$ cat src/rtl/kuuga_refill_arbiter.sv
// kuuga_refill_arbiter: round-robin share of one AXI4 read port between I-cache and D-cache line refills.
// One aligned INCR burst is outstanding at a time; beats stream back combinationally to the owner.
module kuuga_refill_arbiter #(
    parameter int ADDR_WIDTH = 32,
    parameter int DATA_WIDTH = 32,
    parameter int LINE_WORDS = 4
) (
    input  logic                          clk,
    input  logic                          rst_n,
    input  logic [1:0]                    req_i,
    input  logic [ADDR_WIDTH-1:0]         addr0_i,
    input  logic [ADDR_WIDTH-1:0]         addr1_i,
    output logic [1:0]                    ack_o,
    output logic [1:0]                    rvalid_o,
    output logic [DATA_WIDTH-1:0]         rdata_o,
    output logic [$clog2(LINE_WORDS)-1:0] rindex_o,
    output logic [1:0]                    done_o,
    output logic                          err_o,
    output logic                          m_arvalid,
    input  logic                          m_arready,
    output logic [ADDR_WIDTH-1:0]         m_araddr,
    output logic [7:0]                    m_arlen,
    output logic [2:0]                    m_arsize,
    output logic [1:0]                    m_arburst,
    output logic [0:0]                    m_arid,
    input  logic                          m_rvalid,
    output logic                          m_rready,
    input  logic [DATA_WIDTH-1:0]         m_rdata,
    input  logic [1:0]                    m_rresp,
    input  logic                          m_rlast,
    input  logic [0:0]                    m_rid
);
    localparam int IW  = $clog2(LINE_WORDS);
    localparam int OFF = $clog2(LINE_WORDS * DATA_WIDTH / 8);

    typedef enum logic [1:0] {IDLE, ADDR, DATA} state_t;

    state_t          state, state_nx;
    logic            owner, last_grant, err, pick, beat, last, beat_err;
    logic [1:0]      own_oh;
    logic [IW-1:0]   cnt;
    logic [ADDR_WIDTH-1:0] sel_addr;

    assign m_arsize  = 3'($clog2(DATA_WIDTH / 8));
    assign m_arburst = 2'b01;

    always_ff @(posedge clk or negedge rst_n) begin
        if (!rst_n) state <= IDLE;
        else        state <= state_nx;
    end

    // On a tie the requester not granted last wins; a lone request always wins.
    always_comb begin
        pick     = ~req_i[0] | (req_i[1] & ~last_grant);
        sel_addr = pick ? addr1_i : addr0_i;
        state_nx = state == IDLE ? (|req_i ? ADDR : IDLE) :
                   state == ADDR ? (m_arready ? DATA : ADDR) :
                   (beat && last ? IDLE : DATA);
    end

    always_ff @(posedge clk or negedge rst_n) begin
        if (!rst_n) begin
            owner      <= 1'b0;
            last_grant <= 1'b1;
            cnt        <= '0;
            err        <= 1'b0;
            m_araddr   <= '0;
            m_arlen    <= '0;
            m_arid     <= '0;
        end else begin
            if (state == IDLE && |req_i) begin
                owner      <= pick;
                last_grant <= pick;
                m_araddr   <= {sel_addr[ADDR_WIDTH-1:OFF], {OFF{1'b0}}};
                m_arlen    <= 8'(LINE_WORDS - 1);
                m_arid     <= pick;
            end
            if (state == ADDR && m_arready) begin
                cnt <= '0;
                err <= 1'b0;
            end
            if (beat) begin
                cnt <= cnt + 1'b1;
                err <= err | beat_err;
            end
        end
    end

    // The beat counter alone ends the burst; RLAST is only cross-checked.
    always_comb begin
        own_oh    = owner ? 2'b10 : 2'b01;
        last      = cnt == IW'(LINE_WORDS - 1);
        beat      = state == DATA && m_rvalid;
        beat_err  = |m_rresp || m_rid != owner || m_rlast != last;
        m_arvalid = state == ADDR;
        m_rready  = state == DATA;
        ack_o     = state == ADDR && m_arready ? own_oh : 2'b00;
        rvalid_o  = beat ? own_oh : 2'b00;
        done_o    = beat && last ? own_oh : 2'b00;
        err_o     = beat && last && (err || beat_err);
        rdata_o   = m_rdata;
        rindex_o  = cnt;
    end
endmodule

$ cat config.mk
export PLATFORM = sky130hd
export DESIGN_NAME = kuuga_refill_arbiter
export DESIGN_NICKNAME = d
export VERILOG_FILES = /design/src/rtl/kuuga_refill_arbiter.sv
export SDC_FILE = /design/constraint.sdc
export NUM_CORES = 1
export LEC_CHECK = 0
export ABC_CLOCK_PERIOD_IN_PS = 1790
export BUFFER_PORTS_ARGS = -buffer_cell sky130_fd_sc_hd__buf_2
export CAP_MARGIN = 10
export CORE_ASPECT_RATIO = 0.7
export CORE_UTILIZATION = 38
export CTS_BUF_LIST = sky130_fd_sc_hd__clkbuf_16
export CTS_CLUSTER_SIZE = 16
export DETAILED_ROUTE_END_ITERATION = 12
export GPL_ROUTABILITY_DRIVEN = 0
export PLACE_DENSITY = 0.8
export REMOVE_ABC_BUFFERS = 1
export SYNTH_ARGS = -nofsm -noshare
export SYNTH_HDL_FRONTEND = slang
export SYNTH_SLANG_ARGS = --single-unit
$ cat constraint.sdc
create_clock -name clk -period 1.79 [get_ports clk]
set_input_delay 0 -clock clk [delete_from_list [all_inputs] [get_ports clk]]
set_output_delay 0 -clock clk [all_outputs]
set_load 0.02 [all_outputs]
Yosys cells after proc, flatten, opt, wreduce, memory -nomap -nowiden
Index checks and enable logic that the tools add are counted.

word-level totals
  bits in registers = 36
  input port bits = 106
  output and inout bits = 89
  word-level logic and storage cells = 44

operators by class
  add/sub/neg operators = 1
  equal/unequal tests = 5
  muxes and demuxes = 14
  bitwise gates (word level) = 5
  reductions and logical operators = 12

operators with widths
  cell                 count
  $mux 32              1
  $mux 2               10
  $logic_and 1x1->1    5
  $eq 2x2->1 const B   2
  $reduce_or 2->1      2
  $logic_or 1x1->1     3
  $mux 1               3
  $add 2x1->2 const B  1
  $eq 2x1->1 const B   1
  $logic_not 2->1      1
  $ne 1x1->1           2
  $not 1->1            2
  $or 1x1->1           2
  $reduce_bool 2->1    1
  $and 1x1->1          1

Depth between registers and ports, before layout
  word-level depth = 6
  depth in mapped cells = 5
  depth with buffers taken out = 3

Least setup slack after synthesis
No wires, ideal clock.

  kind = register -> register
  start = register owner
  end = register err
  library setup time = 138 ps
  arrival = 1131 ps
  data required time = 1652 ps
  slack = 520 ps
  cell stages (with the launch flop) = 5
  buffers on the path = 1
  clock period less this slack = 1270 ps
  cell sequence = dfrtp_1 > clkbuf_1 > xor2_1 > nor4_1 > a31oi_1

on the way
  longest elaborated chain between the ends = 5

ends and longest elaborated chain
  item                           line  text
  from (decl)                    39    logic owner, last_grant, err, pick, beat, last, beat_err;
  from (signal assigned)         72    owner <= pick;
  $ne 1x1->1                     94    beat_err = |m_rresp || m_rid != owner || m_rlast != last;
  $logic_or 1x1->1 (2 in a row)  94
  $or 1x1->1                     84    err <= err | beat_err;
  $mux 1                         82    if (beat) begin
  to (signal assigned)           84
  to (decl)                      39

No other way between the ends.
A chain may end at the register's enable or synchronous reset.

Worst setup path in the final report
  start = register owner
  end = output err_o

on the way
  longest elaborated chain between the ends = 5

ends and longest elaborated chain
  item                           line  text
  $ne 1x1->1                     94
  $logic_or 1x1->1 (2 in a row)  94
  $logic_or 1x1->1               100   err_o = beat && last && (err || beat_err);
  $logic_and 1x1->1              100
  to (decl)                      18    output logic err_o,

No other way between the ends.

==> impl_metrics.py <==
metrics = {
    "timing": {
        "finalClockSkew_ns": 0.001261,
        "finalSetupViolations": 0,
        "period_needed_ns": 1.530,
        "tns_ns": 0,
        "finalHoldViolCount": 0,
        "finalCritPeriodShare": 0.8545,
        "tightestPinTransition_ns": 0.7870,
        "maxSlewViolCount": 0,
        "slew_headroom": 0.4748,
        "fmax_ghz": 0.6538,
        "rsz0062_at_grt": "false",
    },
    "routing": {
        "wl_per_cell_microns": 17.32,
        "dr.first_iter.drc_count": 155,
        "ant_nets": 0,
        "drt-total-wl_microns": 7205,
        "drc": 0,
        "vias_per_cell": 5.445,
        "firstDrtPassIters": 5,
        "via_count": 2265,
    },
    "die": {
        "ios": 195,
        "start_util": 0.4079,
        "die_h_microns": 65.84,
        "die_area_sq_um": 6135,
        "rows": 22,
        "die_w_microns": 93.20,
        "core_area_sq_um": 5423,
    },
    "clock_tree": {
        "cts-root-buf": "clkbuf_16",
        "cts_max_level": 2,
        "clock_path_buffers": 2,
        "cts_inserted_buffers": 5,
        "postCtsSetupRepairBufs": 0,
        "cts.sink_count": 36,
        "clk-insertion-delay-late_ns": 0.27,
        "tritoncts": "built",
        "clk_pin_slew_worst_paths_ns": 0.05,
    },
    "finish": {
        "finalNetCount": 450,
        "syn2layout_area_growth_pct": 27.77,
        "fillCellCount": 529,
        "register_area_sq_um": 902.1,
        "layout.cells.non_filler": 416,
        "drive_gt1_frac": 0.3547,
        "diodes": 0,
        "multi_input_area_sq_um": 884.6,
    },
    "yosys": {
        "synth-edff-count": 0,
        "synth_flop_cell": "dfrtp_1",
        "synth_cell_types": 31,
        "synth_seq_cells": 36,
        "syn_area_per_cell_sq_um": 8.541,
        "ys_warn_count": 0,
        "netlist_top_cells_count": "48 x buf_4, 35 x dfrtp_1, 32 x a21oi_1",
        "syn-cell-area_sq_um": 2212,
        "yosysMostFrequentCell": "buf_4",
        "async_flop_share": 1.000,
        "synth_area_leaders": "dfrtp_1 40%, buf_4 16%, a31oi_1 8.8%, a21oi_1 7.2%, nand3_1 6.8%",
        "synth_top_area_frac": 0.3959,
        "synth_cells": 259,
        "synth_area_leader_cell": "dfrtp_1",
        "synth_seq_area_share": 0.4078,
    },
    "power_and_ir_drop": {
        "leakage_nw": 1.338,
        "ir_drop_uv": 633.6,
        "powerDensity_nw_per_um2": 1575,
        "power_mw": 4.451,
    },
    "worst_setup_path": {
        "cp.required_ns": 1.79,
        "crit_fanout": 9,
        "cp.arrival_ns": 1.53,
        "r2r-end": "m_araddr[15]$_DFFE_PN0P_",
        "r2r_cells": 4,
        "path_class": "reg2out",
        "endpoint": "err_o",
        "worstReg2RegStart": "last_grant$_DFFE_PN1P_",
        "regToRegSetupSlack_ns": 0.32,
        "cp-end-kind": "primary output",
        "startpoint": "owner$_DFFE_PN0P_",
        "critPathLaunchType": "flip-flop",
    },
    "global_routing": {
        "grt_pass1_wl_microns": 10990,
        "grt_max_degree": 37,
        "track_usage": 0.2423,
        "gr-total-overflow": 0,
        "antenna_found_initial": 0,
        "grt_pass1_vias": 2077,
    },
    "flow_run": {
        "cap_violations": 0,
    },
    "worst_hold_path": {
        "min_path_type": "in2out",
        "holdPathStages": 0,
    },
    "place": {
        "portBuffers": 107,
        "dp_hpwl_microns": 4956,
        "dp_cells": 386,
    },
    "outcome": {
        "outcome": "completed",
    },
}
## metal layers
| layer | GRT usage | wire (microns) | vias up |
|---|---|---|---|
| met5 | 0.09259 | 0 | - |
| met4 | 0.05769 | 32 | 0 |
| met3 | 0.1322 | 1020 | 6 |
| met2 | 0.3401 | 2981 | 165 |
| met1 | 0.3155 | 3170 | 1071 |
| li1 | - | - | 1023 |
## cell families after synthesis
| group | count (synthesis) | synth area share |
|---|---|---|
| compound gates | 94 | 0.2319 |
| xor+xnor | 2 | 0.007920 |
| fa+ha+maj | 1 | 0.005655 |
| buf+inv | 72 | 0.2178 |
| flops | 36 | 0.4078 |
| other cells | 2 | 0.003395 |
| simple gates | 52 | 0.1256 |
## state kept, by name, indices dropped and copies added, names as in the netlist
name        flops
m_arlen         1
last_grant      1
owner           1
err             1
state           2
m_araddr       28
rindex_o        2
## layout make-up
class	instances	share of cell area
sequential	36	0.3192
clock buffer	5	0.04427
clock inverter	3	0.003984
tap	72	0.03187
inverter	2	0.002656
multi-input combinational	164	0.3130
timing repair buffer	134	0.2851
## worst min path at each step
stage	from	to
finish	m_rdata[25]	rdata_o[25]
global route	m_rdata[29]	rdata_o[29]
CTS	m_rdata[25]	rdata_o[25]
detailed placement	m_rdata[25]	rdata_o[25]
global placement	m_rdata[25]	rdata_o[25]
floorplan	rst_n	err$_DFFE_PN0P_
## placed cells by master (no fill, tap or decap), types with 2 or more instances in the layout
cell type	n
buf_2	107
dfrtp_1	35
a21oi_1	32
a31oi_1	31
nand3_1	30
o21ai_0	29
dlygate4sd3_1	22
conb_1	15
clkbuf_16	5
nand2_1	4
inv_1	4
buf_4	4
nand2b_1	3
nor2_1	3
nand3b_1	2
and3_1	2
## per-stage QoR
step	hold slack (ns)	setup slack, ns	area, sq um	utilization
global placement	0.0001608	0.2330	2465	0.4545
global route	0.0001208	0.1607	2826	0.5212
floorplan	-0.2956	0.04978	1787	-
detailed placement	0.0001608	0.1600	2465	0.4545
CTS	0.0001608	0.1664	2821	0.5203
finish	0.0001289	0.2605	2826	0.5212
## critical path, cell delays in order (launching register included)
cell     delay [ns]
dfrtp_1        0.47
xor2_1         0.20
nor4_1         0.30
a21oi_1        0.12
buf_2          0.17
## report_power, final
| group | switching, mW | internal, mW |
|---|---|---|
| Combinational | 1.38 | 0.789 |
| Sequential | 0.264 | 1.22 |
| Clock | 0.299 | 0.499 |
## what timing repair did
item | 4_1_cts | 5_1_grt
hold buffers | 22 | 0
resized for setup | 0 | 1
endpoints found under the hold margin | 52 | 0
endpoints found under the setup margin | 0 | 4
Power figures use the tool's default switching activity.
